**config.mk**
```make
export PLATFORM = sky130hd
export DESIGN_NAME = fifo_burst_arbiter
export DESIGN_NICKNAME = d
export VERILOG_FILES = /design/src/rtl/fifo_burst_arbiter.sv
export SDC_FILE = /design/constraint.sdc
export NUM_CORES = 1
export LEC_CHECK = 0
export CAP_MARGIN = 20
export CORE_MARGIN = 2
export CORE_UTILIZATION = 32
export DETAILED_ROUTE_END_ITERATION = 12
export MAX_ROUTING_LAYER = met4
export PLACE_DENSITY = 0.86
export SETUP_SLACK_MARGIN = 0.02
export SKIP_CTS_REPAIR_TIMING = 1
export SLEW_MARGIN = 40
export SYNTH_ARGS = -nofsm -noshare
export SYNTH_HDL_FRONTEND = slang
export SYNTH_SLANG_ARGS = --single-unit
```
**constraint.sdc**
```tcl
create_clock -name CLK -period 3.66 [get_ports CLK]
set_clock_uncertainty 0.05 [all_clocks]
set_input_delay 0.915 -clock CLK [delete_from_list [all_inputs] [get_ports CLK]]
set_output_delay 0.915 -clock CLK [all_outputs]
set_load 0.02 [all_outputs]
```
**src/rtl/fifo_burst_arbiter.sv**
```systemverilog
// Round-robin burst arbiter that shares one FIFO write port among PORTS
// requesters. A grant is held for a whole burst (or up to MAX_BEATS beats),
// and the granted port index travels with every beat on M_ID.
module fifo_burst_arbiter #(
  parameter int unsigned PORTS     = 4,
  parameter int unsigned WIDTH     = 32,
  parameter int unsigned IDW       = 2,
  parameter int unsigned MAX_BEATS = 16
) (
  input  logic                   CLK,
  input  logic                   RESETn,
  input  logic [PORTS*WIDTH-1:0] S_DATA,
  input  logic [PORTS-1:0]       S_VALID,
  input  logic [PORTS-1:0]       S_LAST,
  output logic [PORTS-1:0]       S_READY,
  output logic [WIDTH-1:0]       M_DATA,
  output logic [IDW-1:0]         M_ID,
  output logic                   M_LAST,
  output logic                   M_VALID,
  input  logic                   M_READY,
  output logic                   BUSY,
  output logic                   CAP_HIT
);

  typedef enum logic {IDLE, BURST} state_t;

  state_t         state_q;
  logic [IDW-1:0] g_q;
  logic [IDW-1:0] last_q;
  logic [7:0]     cnt_q;
  logic           cap_q;
  logic [IDW-1:0] win_d;
  logic           cap_end;
  logic           xfer;

  // Winner: first requesting port scanning last+1, last+2, ... modulo PORTS.
  always_comb begin
    int unsigned idx;
    logic        found;
    win_d = '0;
    found = 1'b0;
    idx   = 0;
    for (int unsigned k = 1; k <= PORTS; k++) begin
      idx = (32'(last_q) + k) % PORTS;
      if (!found && S_VALID[idx]) begin
        win_d = IDW'(idx);
        found = 1'b1;
      end
    end
  end

  assign cap_end = (cnt_q == 8'(MAX_BEATS - 1));

  // Zero-latency pass-through from the granted port while a burst is held.
  always_comb begin
    S_READY = '0;
    M_VALID = 1'b0;
    M_DATA  = '0;
    M_LAST  = 1'b0;
    if (state_q == BURST) begin
      M_VALID        = S_VALID[g_q];
      M_DATA         = S_DATA[32'(g_q)*WIDTH +: WIDTH];
      M_LAST         = S_LAST[g_q] | cap_end;
      S_READY[g_q]   = M_READY;
    end
  end

  assign xfer    = M_VALID & M_READY;
  assign M_ID    = g_q;
  assign BUSY    = (state_q == BURST);
  assign CAP_HIT = cap_q;

  // Arbitration / burst-hold FSM with beat counter and cap-cut pulse.
  always_ff @(posedge CLK or negedge RESETn) begin
    if (!RESETn) begin
      state_q <= IDLE;
      g_q     <= '0;
      last_q  <= IDW'(PORTS - 1);
      cnt_q   <= '0;
      cap_q   <= 1'b0;
    end else begin
      cap_q <= 1'b0;
      case (state_q)
        IDLE: begin
          if (|S_VALID) begin
            g_q     <= win_d;
            cnt_q   <= '0;
            state_q <= BURST;
          end
        end
        BURST: begin
          if (xfer) begin
            cnt_q <= cnt_q + 8'd1;
            if (M_LAST) begin
              last_q  <= g_q;
              state_q <= IDLE;
              cap_q   <= ~S_LAST[g_q];
            end
          end
        end
        default: state_q <= IDLE;
      endcase
    end
  end

endmodule

```
======== Word-level counts from Yosys, hierarchy flattened ========
Cells that the tools add are included.
storage, ports and cells
  input bits .............................. 139
  output and inout port bits .............. 42
  register bits after elaboration ......... 14
  word-level logic and storage cells ...... 71
operators by class
  $add $sub $neg .......................... 5
  reduce and logical (&&, ||, !) cells .... 11
  mux-type cells .......................... 35
  eq/ne operators ......................... 3
  bitwise operators ....................... 5
  shift operators ......................... 1
  magnitude comparators ................... 6
operators by type and width
  cell                                                               count
  variable part select 128 x 8 -> 32 bit                             1
  two-way mux 32 bit                                                 1
  two-way mux 1 bit                                                  18
  two-way mux 8 bit                                                  2
  case mux 8 bit (2 select lines)                                    1
  < comparator 2 x 3 -> 1 bit, second input constant                 5
  binary-select mux 1 bit (select 2 bit)                             6
  adder 8 x 1 -> 8 bit, second input constant                        1
  equality test 8 x 4 -> 1 bit, second input constant                1
  two-way mux 2 bit                                                  4
  adder 2 x 1 -> 2 bit, second input constant                        2
  adder 2 bit, second input constant                                 2
  AND 4 bit                                                          1
  logical AND 1 bit                                                  4
  two-way mux 4 bit                                                  1
  AND reduction 2 bit                                                2
  OR reduction 4 bit                                                 1
  logical NOT 1 bit                                                  3
  AND reduction 3 bit                                                1
  demux 1 bit (select 2 bit)                                         1
  greater-or-equal comparator 2 x 1 -> 1 bit, second input constant  1
  inequality test 2 x 1 -> 1 bit, second input constant              1
  inequality test 2 bit, second input constant                       1
  NOT 1 bit                                                          2
  3 further kinds                                                    3

======== Longest topological paths before layout ========
  word-level depth ........................ 13
  gate-level depth with buffers ........... 5
  mapped depth without buffers ............ 5

======== Worst setup path after synthesis ========
No wires, ideal clock.
  path type ............................... reg2out
  start ................................... register g_q[0] (netlist: M_ID[0])
  end ..................................... output port M_DATA[10]
  data required time ...................... 2.695 ns
  setup slack ............................. 0.976 ns
  arrival time ............................ 1.719 ns
  path buffers ............................ 2
  cell stages (with the launch flop) ...... 5
  cell sequence ........................... dfrtp_1 -> buf_4 -> buf_4 -> mux4_2 -> and2_1
between the ends
  longest elaborated chain between the ends .. 2
RTL lines
  what                                    RTL line  source
  start: declaration                      28        logic [IDW-1:0] g_q;
  start signal: assignment                86        g_q <= win_d;
  variable part select 128 x 8 -> 32 bit  62        M_DATA = S_DATA[32'(g_q)*WIDTH +: WIDTH];
  two-way mux 32 bit                      60        if (state_q == BURST) begin
  end: declaration                        16        output logic [WIDTH-1:0] M_DATA,
Every way passes these cells.

======== Final worst setup path ========
  start ................................... input port S_VALID[0]
  end ..................................... output port M_VALID
between the ends
  longest elaborated chain between the ends .. 3
RTL lines
  what                                     RTL line  source
  start: declaration                       13        input logic [PORTS-1:0] S_VALID,
  binary-select mux 1 bit (select 2 bit)   61        M_VALID = S_VALID[g_q];
  two-way mux 1 bit (implied by the code)  61
  two-way mux 1 bit                        60
  end: declaration                         19        output logic M_VALID,
Every way passes these cells. The select of a mux whose other input is x is not followed.

==> impl_metrics.toml <==
[cts]
cts_buffers = 3
cts_tree = "done"
cts.sinks = 14
cts.path.max_buffers = 2
path_clk_slew_ns = 0.05
cts_root_buf = "clkbuf_8"
htreeDepth = 1
clock_latency_ns = 0.25

[place]
post-dp-hpwl_um = 6450
port_buffers = 180
placed_cell_area_mm2 = 0.00369
gp_congestion = 0.888

[synth]
synth_top_family_by_area = "multiplexers"
synth_compound_area_frac = 0.0533
syn-cell-area_mm2 = 0.00178
synthFlopType = "dfrtp_1"
synth-edff-count = 0
yosys.area.top_type = "mux4_2"
synth_commonest_cells = "and2_1, mux4_2, nand2_1"
ys_warn_count = 0
ys_seq_elements = 14
ys_async_sr_fraction = 1.00
synth_fa_ha_area_frac = 0.00702
syn_inst = 160
syn_area_per_cell_um2 = 11.1
syn-num-nets = 300
synth_area_leaders = "mux4_2, dfrtp_1, and2_1"
synth_top_area_share = 0.429
muxShareOfSynthArea = 0.476
yosys.area_share.xor_xnor = 0
seq_area_frac_synth = 0.198
yosysMostFrequentCell = "and2_1"
synth.distinct_cells = 36
synthSimpleGateAreaFrac = 0.220

[outcome]
outcome = "complete, no violations"

[drt]
drt_first_pass_iters = 4
route.detailed.drc = 0
dr_total_vias = 2107
vias_per_cell = 5.14
post_drt_wl_per_cell_um = 18.5
initialDrtViolationCount = 62
drt_wl_total_um = 7590
ant_nets = 0

[floorplan]
dieArea_mm2 = 0.00619
die_x_um = 78.6
core-area_mm2 = 0.00544
start_util = 0.328
num_io_pins = 181
rows = 27
die_h_um = 78.6

[final_layout]
area.growth.synth_to_final_pct = 110
final_nets = 479
n_antenna_cell = 0
n_fill_cell = 430
fin_area_mm2 = 0.00374
multi_input_area_mm2 = 0.00135
drive_gt1_frac = 0.151
utilization = 0.688
register_area_um2 = 354

[power]
max-vdd-ir-drop_v = 0.000379
total_power_mw = 2.28
power_density_mw_per_mm2 = 610
p_leak_nw = 1.44

[global_routing]
antenna_found_initial = 0
gr-total-overflow = 0
grt_first_pass_wirelength_um = 11400
grt_start_max_net_pins = 24
first_global_vias = 2217
grt_usage = 0.248

[critical_path]
ff2ff_path_depth = 5
path_class = "input pin to primary output"
rrSetupSlack_ns = 1.56
worst_ep_arrival_time_ns = 2.60
cp-start-kind = "input pin"
critical_path_required_ns = 2.69
path_max_fanout = 4
r2r_start = "M_ID[0]"
r2r-end = "last_q[1]"
endpoint_kind = "primary output"

[worst_hold_path]
min_path_type = "flip-flop to flip-flop"
min_to = "cnt_q[3]"
hold_depth = 1
hold_start = "cnt_q[3]"

[timing]
drv_slew = 0
relSlewSlack = 0.584
setup_viol = 0
fmax_ghz = 0.281
rsz0062_at_grt = "no"
tightest_slew_ns = 0.622
period_share = 0.974
period_needed_ns = 3.56
hold_viol_final = 0
setup_tns_ns = 0

[flow_run]
maxCapViolCount = 0
layer usage:
| layer | up-vias | part of all wire | routed length, um | global-route usage |
|---|---|---|---|---|
| met2 | 116 | 0.53 | 3990 | 0.444 |
| met3 | 15 | 0.093 | 704 | 0.0575 |
| met1 | 999 | 0.35 | 2680 | 0.274 |
| met5 | - | 0 | 0 | - |
| li1 | 977 | - | - | - |
| met4 | 0 | 0.028 | 213 | 0.0737 |
logic make-up after synthesis:
family	Yosys count
AND/OR/NAND/NOR	71
adder cells (fa/ha/maj)	1
AO/OA/AOI/OAI	15
buffers and inverters	17
flip-flops	14
multiplexers	42
through the flow:
stage / worst slack, ns / instances / hold slack, ns
6_report: 0.0958 / 410 / 0.443
5_1_grt: 0.0426 / 410 / 0.482
4_1_cts: 0.0924 / 410 / 0.447
3_5_place_dp: 0.0924 / 406 / 0.440
3_3_place_gp: 0.121 / 406 / 0.428
2_1_floorplan: 0.976 / 160 / 0.401
critical path, stage by stage:
cell             delay [ns]
clkdlybuf4s50_1        0.47
mux4_2                 0.51
and2_1                 0.18
clkdlybuf4s50_1        0.53
cell usage in the layout (no fill, tap or decap), drive strengths merged, types with 2 or more instances in the layout:
cell type,count
nand3,2
inv,2
nand4,2
nor2,7
and3,2
mux4,34
a21oi,5
dfstp,2
clkdlybuf4s50,180
mux2,2
mux2i,6
nand2,15
clkbuf,4
o21ai,3
and2,35
dfrtp,12
buf,9
how the worst max path moves through the flow:
stage,cells past startpoint,to,slack (ns),start
2_1_floorplan,4,M_DATA[10],0.98,M_ID[0]
3_3_place_gp,5,M_LAST,0.12,S_LAST[3]
3_5_place_dp,5,M_LAST,0.09,S_LAST[0]
4_1_cts,5,M_LAST,0.09,S_LAST[3]
5_1_grt,4,M_VALID,0.04,S_VALID[0]
6_report,4,M_VALID,0.1,S_VALID[0]
layout make-up:
cell class              instances  area share
multi-input cells             129       0.361
inverters                       2     0.00201
repair buffers                189       0.507
well taps                      72      0.0241
flip-flops and latches         14      0.0947
clock buffers                   4      0.0120
registers in the layout, summed over array words and instances, names as in the netlist:
| signal | cells |
|---|---|
| last_q | 2 |
| BUSY | 1 |
| M_ID | 2 |
| CAP_HIT | 1 |
| cnt_q | 8 |
where the power goes:
group | internal [mW] | switching (mW) | total, mW
combinational | 1.06 | 0.781 | 1.84
clock | 0.0771 | 0.0546 | 0.132
sequential | 0.201 | 0.108 | 0.309
(Power assumes the default switching activity.)
